--- config.mk ---
export PLATFORM = sky130hd
export DESIGN_NAME = pipe_adder
export DESIGN_NICKNAME = d
export VERILOG_FILES = /design/src/rtl/adder_pkg.sv /design/src/rtl/adder_chunk.sv /design/src/rtl/pipe_adder.sv
export SDC_FILE = /design/constraint.sdc
export NUM_CORES = 1
export LEC_CHECK = 0
export BUFFER_PORTS_ARGS = -buffer_cell sky130_fd_sc_hd__buf_2
export CAP_MARGIN = 20
export CORE_MARGIN = 2
export CORE_UTILIZATION = 30
export CTS_BUF_LIST = sky130_fd_sc_hd__clkbuf_8
export CTS_CLUSTER_SIZE = 10
export DETAILED_ROUTE_END_ITERATION = 12
export SKIP_CTS_REPAIR_TIMING = 1
export SYNTH_ARGS = -nofsm -noshare
export SYNTH_HDL_FRONTEND = slang
export SYNTH_SLANG_ARGS = --single-unit
--- constraint.sdc ---
create_clock -name clk_i -period 3.8 [get_ports clk_i]
set_input_delay 0.19 -clock clk_i [delete_from_list [all_inputs] [get_ports clk_i]]
set_output_delay 0.19 -clock clk_i [all_outputs]
set_load 0.02 [all_outputs]
--- src/rtl/adder_pkg.sv ---
// Shared definitions for the pipelined adder: operation mode encoding and
// chunk sizing helper used by pipe_adder and its per-stage chunk adder.
package adder_pkg;

    typedef enum logic {
        MODE_ADD = 1'b0,
        MODE_SUB = 1'b1
    } mode_e;

    // Bits handled by each pipeline stage.
    function automatic int unsigned chunk_width(input int unsigned width,
                                                input int unsigned stages);
        return width / stages;
    endfunction

endpackage : adder_pkg

--- src/rtl/adder_chunk.sv ---
// CW-bit combinational ripple adder slice with carry in/out; one per stage.
module adder_chunk
    import adder_pkg::*;
#(
    parameter int unsigned CW = 8
) (
    input  logic [CW-1:0] i_a,
    input  logic [CW-1:0] i_b,
    input  logic          i_cin,
    output logic [CW-1:0] o_sum_c,
    output logic          o_cout_c
);

    localparam int unsigned SW = CW + 1;

    logic [SW-1:0] w_full;

    assign w_full              = SW'(i_a) + SW'(i_b) + SW'(i_cin);
    assign {o_cout_c, o_sum_c} = w_full;

endmodule : adder_chunk

--- src/rtl/pipe_adder.sv ---
// STAGES-deep carry-pipelined adder/subtractor with valid/ready handshake.
// Define PIPE_ADDER_OVERFLOW_EN to generate the signed overflow flag.
module pipe_adder
    import adder_pkg::*;
#(
    parameter int unsigned WIDTH  = 32,
    parameter int unsigned STAGES = 4
) (
    input  logic             clk_i,
    input  logic             rst_ni,
    input  logic             valid_i,
    output logic             ready_o,
    input  logic [WIDTH-1:0] a_i,
    input  logic [WIDTH-1:0] b_i,
    input  logic             carry_i,
    input  logic             sub_i,
    output logic             valid_o,
    input  logic             ready_i,
    output logic [WIDTH-1:0] sum_o,
    output logic             carry_o,
    output logic             overflow_o
);

    localparam int unsigned CW   = chunk_width(WIDTH, STAGES);
    localparam int unsigned LAST = STAGES - 1;

    if (STAGES == 0 || STAGES > WIDTH || (WIDTH % STAGES) != 0) begin : g_bad_cfg
        $error("pipe_adder: WIDTH must be a multiple of STAGES, 1 <= STAGES <= WIDTH");
    end

    // Stage registers: index k holds the beat after chunk k has been added.
    logic             r_valid [STAGES];
    logic [WIDTH-1:0] r_a     [STAGES];
    logic [WIDTH-1:0] r_b     [STAGES];
    logic [WIDTH-1:0] r_sum   [STAGES];
    logic             r_cy    [STAGES];
    mode_e            r_mode  [STAGES];

    // Per-stage inputs (from ports for stage 0, else from previous register).
    logic             w_in_valid [STAGES];
    logic [WIDTH-1:0] w_in_a     [STAGES];
    logic [WIDTH-1:0] w_in_b     [STAGES];
    logic [WIDTH-1:0] w_in_sum   [STAGES];
    logic             w_in_cy    [STAGES];
    mode_e            w_in_mode  [STAGES];

    logic [CW-1:0]    w_b_eff     [STAGES];
    logic [CW-1:0]    w_chunk_sum [STAGES];
    logic             w_chunk_cy  [STAGES];
    logic [WIDTH-1:0] w_nxt_sum   [STAGES];

    logic w_en;

    // Whole pipeline advances together; it only stalls on a blocked output.
    assign w_en    = !r_valid[LAST] || ready_i;
    assign ready_o = w_en;

    for (genvar k = 0; k < STAGES; k++) begin : g_stage
        if (k == 0) begin : g_head
            // Subtract is a + ~b + 1: the +1 rides in on the stage-0 carry.
            assign w_in_valid[k] = valid_i;
            assign w_in_a[k]     = a_i;
            assign w_in_b[k]     = b_i;
            assign w_in_sum[k]   = '0;
            assign w_in_cy[k]    = sub_i ? 1'b1 : carry_i;
            assign w_in_mode[k]  = sub_i ? MODE_SUB : MODE_ADD;
        end else begin : g_body
            assign w_in_valid[k] = r_valid[k-1];
            assign w_in_a[k]     = r_a[k-1];
            assign w_in_b[k]     = r_b[k-1];
            assign w_in_sum[k]   = r_sum[k-1];
            assign w_in_cy[k]    = r_cy[k-1];
            assign w_in_mode[k]  = r_mode[k-1];
        end

        assign w_b_eff[k] = (w_in_mode[k] == MODE_SUB) ? ~w_in_b[k][k*CW +: CW]
                                                       :  w_in_b[k][k*CW +: CW];

        adder_chunk #(
            .CW (CW)
        ) u_chunk (
            .i_a      (w_in_a[k][k*CW +: CW]),
            .i_b      (w_b_eff[k]),
            .i_cin    (w_in_cy[k]),
            .o_sum_c  (w_chunk_sum[k]),
            .o_cout_c (w_chunk_cy[k])
        );

        // Chunks above k are still zero in the partial sum, so OR-in is exact.
        assign w_nxt_sum[k] = w_in_sum[k] | (WIDTH'(w_chunk_sum[k]) << (k * CW));
    end

    always_ff @(posedge clk_i or negedge rst_ni) begin
        if (!rst_ni) begin
            for (int unsigned k = 0; k < STAGES; k++) begin
                r_valid[k] <= 1'b0;
                r_a[k]     <= '0;
                r_b[k]     <= '0;
                r_sum[k]   <= '0;
                r_cy[k]    <= 1'b0;
                r_mode[k]  <= MODE_ADD;
            end
        end else if (w_en) begin
            for (int unsigned k = 0; k < STAGES; k++) begin
                r_valid[k] <= w_in_valid[k];
                r_a[k]     <= w_in_a[k];
                r_b[k]     <= w_in_b[k];
                r_sum[k]   <= w_nxt_sum[k];
                r_cy[k]    <= w_chunk_cy[k];
                r_mode[k]  <= w_in_mode[k];
            end
        end
    end

`ifdef PIPE_ADDER_OVERFLOW_EN
    logic w_ovf_nxt;
    logic r_ovf;

    // Same-sign operands producing an opposite-sign result; formed as the MSB chunk completes.
    assign w_ovf_nxt = (w_in_a[LAST][WIDTH-1] == w_b_eff[LAST][CW-1]) &&
                       (w_nxt_sum[LAST][WIDTH-1] != w_in_a[LAST][WIDTH-1]);

    always_ff @(posedge clk_i or negedge rst_ni) begin
        if (!rst_ni) begin
            r_ovf <= 1'b0;
        end else if (w_en) begin
            r_ovf <= w_ovf_nxt;
        end
    end

    assign overflow_o = r_ovf;
`else
    assign overflow_o = 1'b0;
`endif

    assign valid_o = r_valid[LAST];
    assign sum_o   = r_sum[LAST];
    assign carry_o = r_cy[LAST];

endmodule : pipe_adder

[After elaboration in Yosys (flattened, before gate mapping)]
Cells that the tools add are included.
Word-level totals
  register bits after elaboration: 307
  logic and storage cells: 44
  input bits: 70
  output and inout port bits: 36
Operators by class
  bitwise operators: 7
  add/sub/neg operators: 8
  mux-type cells: 6
  reduce and logical (&&, ||, !) cells: 2
Operators by type and width (count)
  $add 8x8->9: 4
  $add 9x1->9: 4
  $mux 8: 4
  $not 8->8: 4
  $or 32x24->32: 1
  $or 32x32->32: 1
  $or 8x16->16: 1
  $mux 1: 2
  $logic_not 1->1: 1
  $logic_or 1x1->1: 1

[Longest topological paths before layout]
Gate-level depths: netlist of run 1.
  word-level depth: 5
  depth in mapped cells: 10

[By module]
A second synthesis of run 1 with hierarchy kept.
Unflattened totals
  cell total of the unflattened synthesis: 629
  area, all modules: 9252.6 µm²
Modules (own cells, without submodules)
  pipe_adder: sequential area each 4679.5 µm², cells each 467, area an instance 7926.4 µm², instances 1
  adder_chunk at g_stage[0].u_chunk ...: sequential area each 0.0 µm², cells each 40, area an instance 331.6 µm², instances 3
  adder_chunk at g_stage[2].u_chunk: sequential area each 0.0 µm², cells each 42, area an instance 331.6 µm², instances 1

[Worst setup path after synthesis of run 1]
No wires, ideal clock.
  kind: input -> register
  start point: in sub_i
  end point: reg r_sum[102] (netlist bit)
  stages: 10
  slack: 1.502 ns
  arrival: 2.233 ns
  setup time: 0.064 ns
  data required time: 3.736 ns
  cells stage by stage: buf_2 or2_2 fa_1 inv_1 fa_1 nor2b_1 o31a_1 o311a_1 a211oi_1 a21o_1
On the way
  word-level cells in the longest chain between the ends: 4
  elaborated cells between the ends (all ways): 5
Ends and longest elaborated chain
  start, declared: line pipe_adder.sv:16  | input logic sub_i,
  $mux 1: line pipe_adder.sv:66  | assign w_in_mode[k] = sub_i ? MODE_SUB : MODE_ADD;
  $mux 8: line pipe_adder.sv:76  | assign w_b_eff[k] = (w_in_mode[k] == MODE_SUB) ? ~w_in_b[k][k*CW +: CW]
  $add 8x8->9: line adder_chunk.sv:18  | assign w_full = SW'(i_a) + SW'(i_b) + SW'(i_cin);
  $add 9x1->9 *: line adder_chunk.sv:18
  end signal, assigned by index: line pipe_adder.sv:108  | r_sum[k] <= w_nxt_sum[k];
  end, declared: line pipe_adder.sv:35  | logic [WIDTH-1:0] r_sum [STAGES];
Every way passes the cells marked *; elsewhere a longest branch is shown, timed or not.
A chain may end at the register's enable or synchronous reset.

[Final worst setup path of run 1]
  start point: reg r_mode[3] (netlist bit)
  end point: reg r_sum[78] (netlist bit)
On the way
  word-level cells in the longest chain between the ends: 4
Ends and longest elaborated chain
  start, declared: line pipe_adder.sv:37  | mode_e r_mode [STAGES];
  start signal, assigned by index: line pipe_adder.sv:110  | r_mode[k] <= w_in_mode[k];
  $mux 8: line pipe_adder.sv:76
  $add 8x8->9: line adder_chunk.sv:18
  $add 9x1->9: line adder_chunk.sv:18
  $or 8x16->16: line pipe_adder.sv:90  | assign w_nxt_sum[k] = w_in_sum[k] | (WIDTH'(w_chunk_sum[k]) << (k * CW));
Every way passes these cells.

==> out/metrics.yaml, run 1 <==
path_clk_slew_ps: 120
core-area_um2: 28700
cp_data_required_time_ps: 4160
syn_nets: 1076
cts_tree: "built"
post-route-util: 0.359
antenna_left: 0
synth_edf_count: 0
outcome: "complete, no violations"
grt_pass1_wl_mm: 30.5
end_kind: "register"
crit_type: "register to register"
core.rowCount: 62
antenna_found_initial: 0
io_pins: 106
ys.flop_type: "dfrtp_1"
diodes: 0
syn-mean-instance-area_um2: 9.01
clockBufferDepth: 2
fillers: 3045
placed_area_um2: 9410
synthCells: 970
rrSetupSlack_ps: 1220
clock-root-buffer: "clkbuf_8"
dp_hpwl_mm: 11.6
fp.dieW_um: 175
synth_cell_types: 33
die_y_um: 175
final_layout_size_suffix_gt1_frac: 0.144
nets: 1178
p_total_mw: 8.57
rr_worst_depth: 8
drv_cap: 0
min_path_cells: 4
grt_pass1_vias: 6097
finalClockSkew_ps: 17.3
crit_fanout: 10
dr.first_iter.drc_count: 332
drc: 0
cts_buffers: 17
tns_ps: 0
htree_levels: 4
grt_util_all_layers: 0.123
clock_sinks: 187
fmax_mhz: 388
start_util: 0.305
setup_viol: 0
worstSetupStartpoint: "r_mode[3]$_DFFE_PN0P_"
dp_worst_setup_slack_ps: 1250
multiInputGateArea_um2: 3560
worst_slew_pin_slew_ps: 945
fin_area_um2: 10300
slew_headroom: 0.370
ys_ff_latch: 187
fin_crit_sh: 0.679
post_drt_wl_per_cell_um: 12.2
hold_violations: 0
drt-pass1-iter-count: 5
ys_seq_area_frac: 0.535
viasPerCell: 4.34
ys_warn_count: 0
start_kind: "register"
io_buffers: 104
rsz0062_at_grt: "no"
p_leak_nw: 5.31
syn-cell-area_um2: 8740
wl_mm: 18.0
synthToLayoutAreaGrowth_pct: 17.9
critPathArrivalTime_ps: 2940
hold_start: "a_i[7]"
irDropWorstVdd_mv: 0.346
worst_slack_ps: 1220
regArea_um2: 4680
hp-class: "input port to register"
grt-ovfl-total: 0
vias: 6375
worst_r2r_endpoint: "r_sum[78]$_DFFE_PN0P_"
gp_congestion: 0.777
power_density_nw_per_um2: 831
slew_viol_final: 0
worstHoldEndpoint: "r_cy[3]$_DFFE_PN0P_"
period_needed_ps: 2580
r2r_start: "r_mode[3]$_DFFE_PN0P_"
ys_async_sr_fraction: 1.00
die_area_um2: 30500
clock_latency_ps: 460
grt_max_degree: 185
## registers in the layout, summed over array words and instances, names as in the netlist
name	flops
r_a	48
r_b	48
r_sum	48
sum_o	32
r_cy	3
r_mode	3
r_valid	3
carry_o	1
valid_o	1
## power breakdown
part / internal, mW / switching (mW) / leakage [nW]
Clock: 0.502 / 0.855 / 0.199
Combinational: 1.66 / 2.16 / 2.87
Sequential: 2.87 / 0.520 / 2.25
Total: 5.03 / 3.54 / 5.31
## cell families (layout without fill, tap and decap cells)
family                   count (synthesis)  in the layout  share of synthesized area
AO/OA/AOI/OAI                          103            103                     0.0816
XOR/XNOR                                38             38                     0.0381
adder cells (fa/ha/maj)                 36             36                     0.0584
buffers and inverters                   98            213                     0.0585
flip-flops                             187            187                      0.535
other                                    1              1                   0.000429
AND/OR/NAND/NOR                        507            507                      0.228
## how the worst max path moves through the flow
stage	cells after the start	end
5_1_grt	8	r_sum[78]$_DFFE_PN0P_
6_report	8	r_sum[78]$_DFFE_PN0P_
3_5_place_dp	8	r_sum[78]$_DFFE_PN0P_
4_1_cts	8	r_sum[78]$_DFFE_PN0P_
2_1_floorplan	10	r_sum[102]$_DFFE_PN0P_
3_3_place_gp	8	r_sum[78]$_DFFE_PN0P_
## synth_stat cells (9+ instances only)
| cell type | number | share of area |
|---|---|---|
| inv_1 | 19 | 0.0082 |
| nand2_1 | 453 | 0.19 |
| a21oi_1 | 12 | 0.0069 |
| o21ai_0 | 24 | 0.014 |
| buf_4 | 33 | 0.028 |
| dfrtp_1 | 187 | 0.54 |
| ha_1 | 28 | 0.040 |
| nor3_1 | 10 | 0.0057 |
| a21o_1 | 9 | 0.0077 |
| o21a_1 | 19 | 0.016 |
| xor2_1 | 35 | 0.035 |
| clkbuf_1 | 26 | 0.011 |
| buf_2 | 16 | 0.0092 |
| nor2_1 | 23 | 0.0099 |
| a211oi_1 | 10 | 0.0086 |
| o31ai_1 | 9 | 0.0077 |
## through the flow
| step | cells | hold WS [ps] |
|---|---|---|
| after floorplan | 970 | -106 |
| after global placement | 1387 | 257 |
| after detailed placement | 1387 | 263 |
| after CTS | 1419 | -269 |
| after global routing | 1469 | 135 |
| final | 1469 | 132 |
## layout make-up
cell class / count / share of cell area
inverters: 20 / 0.00777
flip-flops and latches: 187 / 0.454
clock buffers: 17 / 0.0227
multi-input cells: 685 / 0.345
clock inverters: 15 / 0.0163
repair buffers: 161 / 0.107
well taps: 384 / 0.0466
## critical path, cell delays in order (launching register included)
cell and delay [ps]:
dfrtp_1 660, xnor2_1 160, fa_1 460, fa_1 420, nor2b_1 170, o31a_1 180
o311a_1 180, a211oi_1 60, a21o_1 190
## layout by cell type (no fill, tap or decap), types with 8 or more instances in the layout
cell type / instances
o21a_1: 19
a21o_1: 9
buf_2: 103
o31ai_1: 9
nor2_1: 23
a211oi_1: 10
nand2_1: 453
a21oi_1: 12
fa_1: 8
dlygate4sd3_1: 50
nor3_1: 10
xor2_1: 35
inv_1: 19
o21ai_0: 24
clkbuf_8: 18
ha_1: 28
dfrtp_1: 187
## per-layer routing
metal / vias to the layer above / share of wire / GRT usage / wire length (um)
met4: 0 / 0.0097 / 0.0361 / 174
met1: 3034 / 0.50 / 0.170 / 8900
met2: 68 / 0.47 / 0.196 / 8460
met5: - / 0 / 0 / 0
met3: 9 / 0.024 / 0.0218 / 433
li1: 3264 / - / - / -
No activity file was read; power rests on OpenSTA's default activity.
==> run 2, diff against run 1 <==
- ABC_AREA: not set -> 1
- clock period: 3.8 -> 2.4 ns (I/O delays scaled with it)
==> out/metrics.yaml, run 2 <==
ys_seq_area_frac: 0.526  # -0.00889
fp.dieW_um: 176  # +0.82%
syn-mean-instance-area_um2: 8.56  # -5.0%
fin_area_um2: 10500  # +1.7%
clock_sinks: 187  # unchanged
gp_congestion: 0.795  # +2.2%
drv_cap: 0  # unchanged
antenna_found_initial: 0  # unchanged
ys.flop_type: "dfrtp_1"
power_frac_clock: 0.167  # +0.009
post_drt_wl_per_cell_um: 11.7  # -4.3%
io_buffers: 104  # unchanged
clockBufferDepth: 2  # unchanged
layout_common_cells: "nand2_1, dfrtp_1, buf_2"
synth_top_area_frac: 0.526  # -0.00889
diodes: 0  # unchanged
rsz0062_at_grt: "no"
worst_slew_pin_slew_ps: 847  # -97.6 ps
drc: 0  # unchanged
yosysTopAreaCell: "dfrtp_1"
worst_slack_ps: 411  # -809 ps
finalClockSkew_ps: 21.9  # +4.60 ps
period_needed_ps: 1990  # -591 ps
ys_ff_latch: 187  # unchanged
dp_hpwl_mm: 12.1  # +4.5%
tns_ps: 0  # unchanged
p_int_mw: 7.97  # +58%
p_sw_frac: 0.419  # +0.00567
cts_tree: "built"
die_y_um: 176  # +0.82%
grt_util_all_layers: 0.119  # -0.00368
cts_buffers: 17  # unchanged
viasPerCell: 4.13  # -4.7%
clock_latency_ps: 480  # +20 ps
nets: 1249  # +6.0%
vias: 6391  # +0.25%
dp_worst_setup_slack_ps: 422  # -824 ps
crit_type: "register to register"
end_kind: "register"
synth_area_leaders: "dfrtp_1, nand2_1, o21ai_0"
crit_top_cell: "nand2_1"
synth.most_common_cell: "nand2_1"
ys_async_sr_fraction: 1.00  # unchanged
drt-pass1-iter-count: 4  # -1
cp.buffers_inverters: 1  # +1
crit_slowest_cell: "dfrtp_1"
synthCells: 1038  # +7.0%
reg_top3: "r_a (48), r_b (48), r_sum (48)"
power_frac_comb: 0.450  # +0.004
fmax_mhz: 503  # +30%
placedCellCount: 1464  # +5.6%
io_pins: 106  # unchanged
crit_fanout: 2  # -8
htree_levels: 4  # unchanged
syn-cell-area_um2: 8890  # +1.7%
start_util: 0.302  # -0.00222
cp_data_required_time_ps: 2800  # -1360 ps
antenna_left: 0  # unchanged
start_kind: "register"
grt_max_degree: 195  # +5.4%
grt-ovfl-total: 0  # unchanged
p_seq_frac: 0.383  # -0.012
final_layout_size_suffix_gt1_frac: 0.129  # -0.0149
dr.first_iter.drc_count: 420  # +27%
p_total_mw: 13.7  # +60%
path_cells: "xnor2_1 -> fa_1 -> fa_1 -> inv_1 -> nand2_1 -> nand2_1 -> nand3_1 -> nand2_1 -> nand3_1 -> a21oi_1"
wl_mm: 18.1  # +0.75%
hp-class: "input port to register"
final_common_cell: "nand2_1"
cp_top_family: "adder cells"
core-area_um2: 29400  # +2.4%
grt_pass1_wl_mm: 29.5  # -3.4%
synth_cell_types: 26  # -21%
outcome: "complete, no violations"
irDropWorstVdd_mv: 0.412  # +19%
ys_warn_count: 0  # unchanged
core.rowCount: 63  # +1.6%
synth_edf_count: 0  # unchanged
critPathArrivalTime_ps: 2390  # -550 ps
slew_viol_final: 0  # unchanged
grt_pass1_vias: 5767  # -5.4%
path_clk_slew_ps: 100  # -20 ps
placed_area_um2: 9550  # +1.5%
rrSetupSlack_ps: 410  # -810 ps
ys_top_cells_by_count: "nand2_1, dfrtp_1, inv_1, o21ai_0, buf_4"
slew_headroom: 0.435  # +0.0651
power_density_nw_per_um2: 1310  # +57%
hold_violations: 0  # unchanged
die_area_um2: 31000  # +1.6%
synthToLayoutAreaGrowth_pct: 17.9  # about the same
fin_crit_sh: 0.829  # +0.150
syn_nets: 1144  # +6.3%
clock-root-buffer: "clkbuf_8"
setup_viol: 0  # unchanged
cp_slowest_stage_delay_ps: 410  # -250 ps
power.switching_mw: 5.74  # +62%
stdcell_count: 1546  # +5.2%
p_leak_nw: 5.47  # +2.9%
[run 2: cell count changes after synthesis, moves of 9 or more]
cell	change
clkbuf_1	-17
nor3_1	-10
nand3_1	+31
o21ai_0	+65
o31ai_1	-9
o21a_1	-19
buf_2	+9
nand2_1	-45
o21ai_1	+14
xor2_1	-9
a21o_1	-9
inv_1	+80
[run 2: worst paths after layout]
check                      depth (start not counted)                     to                   start
max                                               10    r_cy[1]$_DFFE_PN0P_   r_mode[2]$_DFFE_PN0P_
max in group asynchronous                          3  r_mode[3]$_DFFE_PN0P_                  rst_ni
max reg2reg                                       10    r_cy[1]$_DFFE_PN0P_   r_mode[2]$_DFFE_PN0P_
min reg2reg                                        2    valid_o$_DFFE_PN0P_  r_valid[1]$_DFFE_PN0P_
min                                                4  r_sum[96]$_DFFE_PN0P_                  a_i[0]
min in group asynchronous                          2   r_a[127]$_DFFE_PN0P_                  rst_ni
[run 2: area by class of cell]
cell class	count	area (um2)
clock buffers	17	234
multi-input cells	674	3350
repair buffers	163	1160
well taps	390	488
inverters	100	378
flip-flops and latches	187	4680
fillers	3030	18900
clock inverters	15	199
[run 2: power groups by stage]
stage	Sequential, mW	Clock (mW)	Combinational [mW]
floorplan	5.11	0	5.15
global placement	5.27	0	6.05
detailed placement	5.31	0	6.17
CTS	5.26	2.37	6.21
global route	5.42	2.48	7.18
finish	5.25	2.28	6.17
[run 2: worst register-to-register path, stage by stage (launching register included)]
cell and delay [ps]:
dfrtp_1 410, xnor2_1 150, fa_1 410, fa_1 370, inv_1 80, nand2_1 60
nand2_1 70, nand3_1 90, nand2_1 90, nand3_1 70, a21oi_1 130
[run 2: metal layers]
metal | global-route usage | share of wire | vias up
li1 | - | - | 3385
met1 | 0.184 | 0.54 | 2896
met2 | 0.163 | 0.42 | 90
met3 | 0.0237 | 0.027 | 20
met4 | 0.0413 | 0.014 | 0
met5 | 0 | 0 | -
[run 2: through the flow]
stage	utilization	hold WS [ps]
2_1_floorplan	-	-176
3_3_place_gp	0.325	231
6_report	0.357	19.9
3_5_place_dp	0.325	231
5_1_grt	0.357	6.78
4_1_cts	0.340	-303
[run 2: cell families after synthesis]
| group | after synthesis | share of synthesized area |
|---|---|---|
| compound gates | 125 | 0.0716 |
| simple gates | 476 | 0.211 |
| buf+inv | 177 | 0.0973 |
| xor+xnor | 36 | 0.0355 |
| other cells | 1 | 0.000422 |
| fa+ha+maj | 36 | 0.0574 |
| flops | 187 | 0.526 |
